[config.mk]
export PLATFORM = sky130hd
export DESIGN_NAME = id_ex_operand_stage
export DESIGN_NICKNAME = d
export VERILOG_FILES = /design/src/rtl/id_ex_operand_stage.sv
export SDC_FILE = /design/constraint.sdc
export NUM_CORES = 1
export LEC_CHECK = 0
export CAP_MARGIN = 20
export CORE_AREA = 3 3 129 131
export DETAILED_ROUTE_END_ITERATION = 6
export DIE_AREA = 0 0 132 134
export PLACE_DENSITY = 0.81
export SLEW_MARGIN = 20
export SYNTH_ARGS = -nofsm -noshare
export SYNTH_HDL_FRONTEND = slang
export SYNTH_SLANG_ARGS = --single-unit
[constraint.sdc]
create_clock -name clk -period 4.34 [get_ports clk]
set_input_delay 0.868 -clock clk [delete_from_list [all_inputs] [get_ports clk]]
set_output_delay 0.868 -clock clk [all_outputs]
set_load 0.01 [all_outputs]
[src/rtl/id_ex_operand_stage.sv]
// ID/EX pipeline register for the MIPS datapath. It latches the decoded operands and control,
// then applies EX-stage forwarding, ALU-source selection and ALU-control decode. The outputs
// feed the ALU and EX/MEM directly.
module id_ex_operand_stage #(
  parameter int unsigned WIDTH = 32,
  parameter int unsigned REGW  = 5
) (
  input  logic             clk,
  input  logic             reset,
  input  logic             stall,
  input  logic             flush,
  input  logic             id_valid,
  input  logic [WIDTH-1:0] id_rs_data,
  input  logic [WIDTH-1:0] id_rt_data,
  input  logic [WIDTH-1:0] id_imm,
  input  logic [REGW-1:0]  id_rs,
  input  logic [REGW-1:0]  id_rt,
  input  logic [REGW-1:0]  id_rd,
  input  logic [5:0]       id_funct,
  input  logic [2:0]       id_alu_op,
  input  logic             id_alu_src,
  input  logic             id_reg_dst,
  input  logic [4:0]       id_ctrl,
  input  logic [1:0]       fwd_a,
  input  logic [1:0]       fwd_b,
  input  logic [WIDTH-1:0] exmem_result,
  input  logic [WIDTH-1:0] memwb_result,
  output logic [WIDTH-1:0] alu_a,
  output logic [WIDTH-1:0] alu_b,
  output logic             ainvert,
  output logic             bnegate,
  output logic [1:0]       operation,
  output logic [WIDTH-1:0] ex_store_data,
  output logic [REGW-1:0]  ex_write_reg,
  output logic [REGW-1:0]  ex_rs,
  output logic [REGW-1:0]  ex_rt,
  output logic [4:0]       ex_ctrl,
  output logic             ex_valid,
  output logic             illegal_funct
);

  logic             valid_q, valid_d;
  logic [4:0]       ctrl_q, ctrl_d;
  logic [2:0]       alu_op_q, alu_op_d;
  logic [5:0]       funct_q, funct_d;
  logic [WIDTH-1:0] rs_data_q, rs_data_d;
  logic [WIDTH-1:0] rt_data_q, rt_data_d;
  logic [WIDTH-1:0] imm_q, imm_d;
  logic [REGW-1:0]  rs_q, rs_d;
  logic [REGW-1:0]  rt_q, rt_d;
  logic [REGW-1:0]  rd_q, rd_d;
  logic             alu_src_q, alu_src_d;
  logic             reg_dst_q, reg_dst_d;

  // Next state: flush inserts a bubble (overriding stall), stall holds, otherwise load from ID.
  always_comb begin
    valid_d   = valid_q;
    ctrl_d    = ctrl_q;
    alu_op_d  = alu_op_q;
    funct_d   = funct_q;
    rs_data_d = rs_data_q;
    rt_data_d = rt_data_q;
    imm_d     = imm_q;
    rs_d      = rs_q;
    rt_d      = rt_q;
    rd_d      = rd_q;
    alu_src_d = alu_src_q;
    reg_dst_d = reg_dst_q;
    if (flush) begin
      // Data registers simply hold; they are meaningless under a bubble.
      valid_d  = 1'b0;
      ctrl_d   = '0;
      alu_op_d = '0;
      rt_d     = '0;
      rd_d     = '0;
    end else if (!stall) begin
      valid_d   = id_valid;
      ctrl_d    = id_valid ? id_ctrl : 5'b0;
      alu_op_d  = id_alu_op;
      funct_d   = id_funct;
      rs_data_d = id_rs_data;
      rt_data_d = id_rt_data;
      imm_d     = id_imm;
      rs_d      = id_rs;
      rt_d      = id_rt;
      rd_d      = id_rd;
      alu_src_d = id_alu_src;
      reg_dst_d = id_reg_dst;
    end
  end

  // Stage registers with synchronous reset taking priority over everything else.
  always_ff @(posedge clk) begin
    if (reset) begin
      valid_q   <= 1'b0;
      ctrl_q    <= '0;
      alu_op_q  <= '0;
      funct_q   <= '0;
      rs_data_q <= '0;
      rt_data_q <= '0;
      imm_q     <= '0;
      rs_q      <= '0;
      rt_q      <= '0;
      rd_q      <= '0;
      alu_src_q <= 1'b0;
      reg_dst_q <= 1'b0;
    end else begin
      valid_q   <= valid_d;
      ctrl_q    <= ctrl_d;
      alu_op_q  <= alu_op_d;
      funct_q   <= funct_d;
      rs_data_q <= rs_data_d;
      rt_data_q <= rt_data_d;
      imm_q     <= imm_d;
      rs_q      <= rs_d;
      rt_q      <= rt_d;
      rd_q      <= rd_d;
      alu_src_q <= alu_src_d;
      reg_dst_q <= reg_dst_d;
    end
  end

  logic [WIDTH-1:0] fwd_a_val, fwd_b_val;

  // Operand forwarding; select 11 is unused by the hazard unit and falls back to the register.
  always_comb begin
    unique case (fwd_a)
      2'b10:   fwd_a_val = exmem_result;
      2'b01:   fwd_a_val = memwb_result;
      default: fwd_a_val = rs_data_q;
    endcase
    unique case (fwd_b)
      2'b10:   fwd_b_val = exmem_result;
      2'b01:   fwd_b_val = memwb_result;
      default: fwd_b_val = rt_data_q;
    endcase
  end

  // Operand, store-data and destination-register selection.
  always_comb begin
    alu_a         = fwd_a_val;
    alu_b         = alu_src_q ? imm_q : fwd_b_val;
    ex_store_data = fwd_b_val;
    ex_write_reg  = reg_dst_q ? rd_q : rt_q;
    ex_rs         = rs_q;
    ex_rt         = rt_q;
    ex_ctrl       = ctrl_q;
    ex_valid      = valid_q;
  end

  // ALU control decode into {ainvert, bnegate, operation}; unknown R-type functs default to add.
  always_comb begin
    ainvert       = 1'b0;
    bnegate       = 1'b0;
    operation     = 2'b10;
    illegal_funct = 1'b0;
    case (alu_op_q)
      3'b001: bnegate = 1'b1;
      3'b011: operation = 2'b00;
      3'b100: operation = 2'b01;
      3'b101: begin
        bnegate   = 1'b1;
        operation = 2'b11;
      end
      3'b010: begin
        case (funct_q)
          6'b100000: operation = 2'b10;
          6'b100010: bnegate = 1'b1;
          6'b100100: operation = 2'b00;
          6'b100101: operation = 2'b01;
          6'b101010: begin
            bnegate   = 1'b1;
            operation = 2'b11;
          end
          6'b100111: begin
            ainvert   = 1'b1;
            bnegate   = 1'b1;
            operation = 2'b00;
          end
          default: illegal_funct = valid_q;
        endcase
      end
      default: operation = 2'b10;
    endcase
  end

endmodule

==> impl_metrics.tcl <==
set metrics [dict create \
    yosysTopAreaCell "dfxtp_1" \
    critPathKind "in -> out" \
    grt_max_degree 68 \
    drive_above_1_share_pct 8.17 \
    grt_use_total_pct 27.5 \
    layout_min_cycle_time_ns 4.11 \
    wl_met1_um 9750 \
    worst_slack_ns 0.228 \
    synth_area_um2 6180 \
    rows 46 \
    max_freq_mhz 243 \
    holdWs_ns 0.452 \
    portBuffers 321 \
    hold_class "reg -> reg" \
    diodes 0 \
    core_area_um2 15700 \
    required_ns 3.47 \
    tightest_slew_ns 0.948 \
    ir_worst_vdd_v 0.000261 \
    dp_hpwl_um 18700 \
    ys_types 30 \
    start_util_pct 39.3 \
    cts_setup_buffers 0 \
    ff2ff_path_depth 2 \
    tns_ns 0 \
    die-area_um2 17700 \
    ys_seq_area_share_pct 41.5 \
    critPathLaunchType "input pin" \
    drtPass1Iterations 5 \
    clk_path_buf_depth 2 \
    grt_pass1_vias 6870 \
    clk_pin_slew_worst_paths_ns 0.06 \
    antenna_found_initial 2 \
    status "complete, no violations" \
    maxCapViolCount 0 \
    grt_overflow 0 \
    synth_warnings 0 \
    timing.slew.headroom_pct 36.8 \
    drc_errors 0 \
    fin_worst_skew_ns 0 \
    routedWlPerCell_um 18.8 \
    cts_tree "done" \
    ctsHoldBuffers 0 \
    p_leak_nw 3.67 \
    rsz0062_at_grt "false" \
    grt_pass1_wl_um 38100 \
    wl_met3_um 2390 \
    fill_cells 1363 \
    htree_levels 4 \
    wl_met2_um 12100 \
    num_io_pins 322 \
    dr.first_iter.drc_count 487 \
    clk_latency_ns 0.42 \
    gp_congestion 0.917 \
    maxSlewViolCount 0 \
    place_ws_ns 0.273 \
    synth_seq_cells 128 \
    synth_cells 828 \
    hold_violations 0 \
    wl_um 25200 \
    power_density_nw_per_um2 345 \
    p_total_mw 3.51 \
    holdPathStages 2 \
    ant_nets 0 \
    synth_area_leaders "dfxtp_1 (41%), nand2_1 (17%), a21oi_1 (9.0%)" \
    path_max_fanout 40 \
    syn_avg_cell_area_um2 7.46 \
    synth_top_cell_area_share_pct 41.5 \
    post_cts_resized 0 \
    mappedNetlistNets 1032 \
    highest_layer "met5" \
    syn_to_final_growth_pct 64.4 \
    worstSetupEndpointType "output pin" \
    vias 7037 \
    nets 1317 \
    ctsRootBufferMaster "clkbuf_16" \
    setup-violations-final 0 \
    die_w_um 132 \
    numCtsBuffers 17 \
    via_per_inst 5.24 \
    period_share_pct 94.7 \
    cts_sinks 128 \
    fp.dieH_um 134 \
    crit_arrival_ns 3.24 \
]
==> per-stage QoR <==
step                cells  util (%)  cell area, um2
floorplan             828         -            6180
CTS                  1342      64.6           10200
detailed placement   1310      60.7            9530
global route         1342      64.6           10200
finish               1342      64.6           10200
global placement     1310      60.7            9530
==> registers in the layout, summed over array words and instances, names as in the netlist <==
register   count
ex_valid       1
rt_data_q     32
ex_rt          5
ex_ctrl        5
rs_data_q     32
imm_q         32
alu_src_q      1
rd_q           5
funct_q        6
reg_dst_q      1
ex_rs          5
alu_op_q       3
==> area by class of cell <==
type                    instances  area [um2]  share of cell area, %
repair buffers                337        3390                   33.4
multi-input cells             622        3280                   32.3
flip-flops and latches        128        2560                   25.2
clock buffers                  20         467                   4.59
well taps                     216         270                   2.66
clock inverters                12         158                   1.55
inverters                       7        26.3                  0.259
==> routing by layer <==
| metal | up-vias | track usage, % |
|---|---|---|
| li1 | 3392 | - |
| met5 | - | 0 |
| met1 | 3220 | 31.3 |
| met2 | 362 | 47.2 |
| met4 | 4 | 11.7 |
| met3 | 59 | 9.23 |
==> critical path, cell delays in order <==
cell,delay [ns]
clkdlybuf4s50_1,0.49
inv_1,0.05
ha_2,0.60
buf_12,0.24
nand2_1,0.07
o21ai_0,0.13
mux2_2,0.22
clkdlybuf4s50_1,0.55
==> synth_stat cells, drive strengths merged <==
| cell type | count |
|---|---|
| o21a | 1 |
| nand2b | 2 |
| nor2b | 2 |
| mux2i | 13 |
| or2 | 2 |
| o22ai | 1 |
| nand3 | 1 |
| a21oi | 111 |
| nand3b | 1 |
| ha | 4 |
| clkbuf | 42 |
| a22oi | 69 |
| mux2 | 38 |
| buf | 29 |
| nand2 | 285 |
| a31oi | 1 |
| nor3b | 1 |
| a41o | 1 |
| o32a | 1 |
| dfxtp | 128 |
| o21ai | 66 |
| nor2 | 22 |
| inv | 7 |
==> final timing paths <==
kind / from / to / slack (ns)
worst max-delay path: fwd_b[0] / alu_b[2] / 0.23
worst max register to register: alu_src_q / alu_src_q / 3.05
worst min-delay path: imm_q[31] / imm_q[31] / 0.45
worst min register to register: imm_q[31] / imm_q[31] / 0.45
==> power by group <==
part	internal, mW	switching (mW)	leakage, nW
logic	0.412	0.328	2.33
registers	1.23	0.0369	1.05
clock network	0.949	0.551	0.287
==> placed cells by master (no fill, tap or decap) <==
cell,n
o22ai_1,1
nor3b_1,1
buf_4,12
clkbuf_8,3
or2_2,1
mux2_1,2
a31oi_1,1
nand3_1,1
a21oi_1,111
dfxtp_2,1
clkbuf_16,17
nand2b_1,2
ha_1,1
o21a_1,1
mux2_2,36
nor2b_1,2
mux2i_1,13
dfxtp_1,127
clkinvlp_4,6
clkdlybuf4s50_1,320
a22oi_1,69
bufinv_16,3
clkinv_2,1
inv_1,7
nor2_4,1
clkinv_4,1
nand2_1,285
o21ai_0,66
nor2_1,21
or2_4,1
o32a_1,1
ha_2,3
nand3b_1,1
a41o_1,1
inv_6,1
buf_12,5
==> logic make-up after synthesis <==
family / after synthesis / synth area share [%]
multiplexers: 51 / 9.03
adder cells (fa/ha/maj): 4 / 0.810
buffers and inverters: 78 / 5.61
AO/OA/AOI/OAI: 251 / 23.4
AND/OR/NAND/NOR: 316 / 19.7
flip-flops: 128 / 41.5
Power figures use the tool's default switching activity.
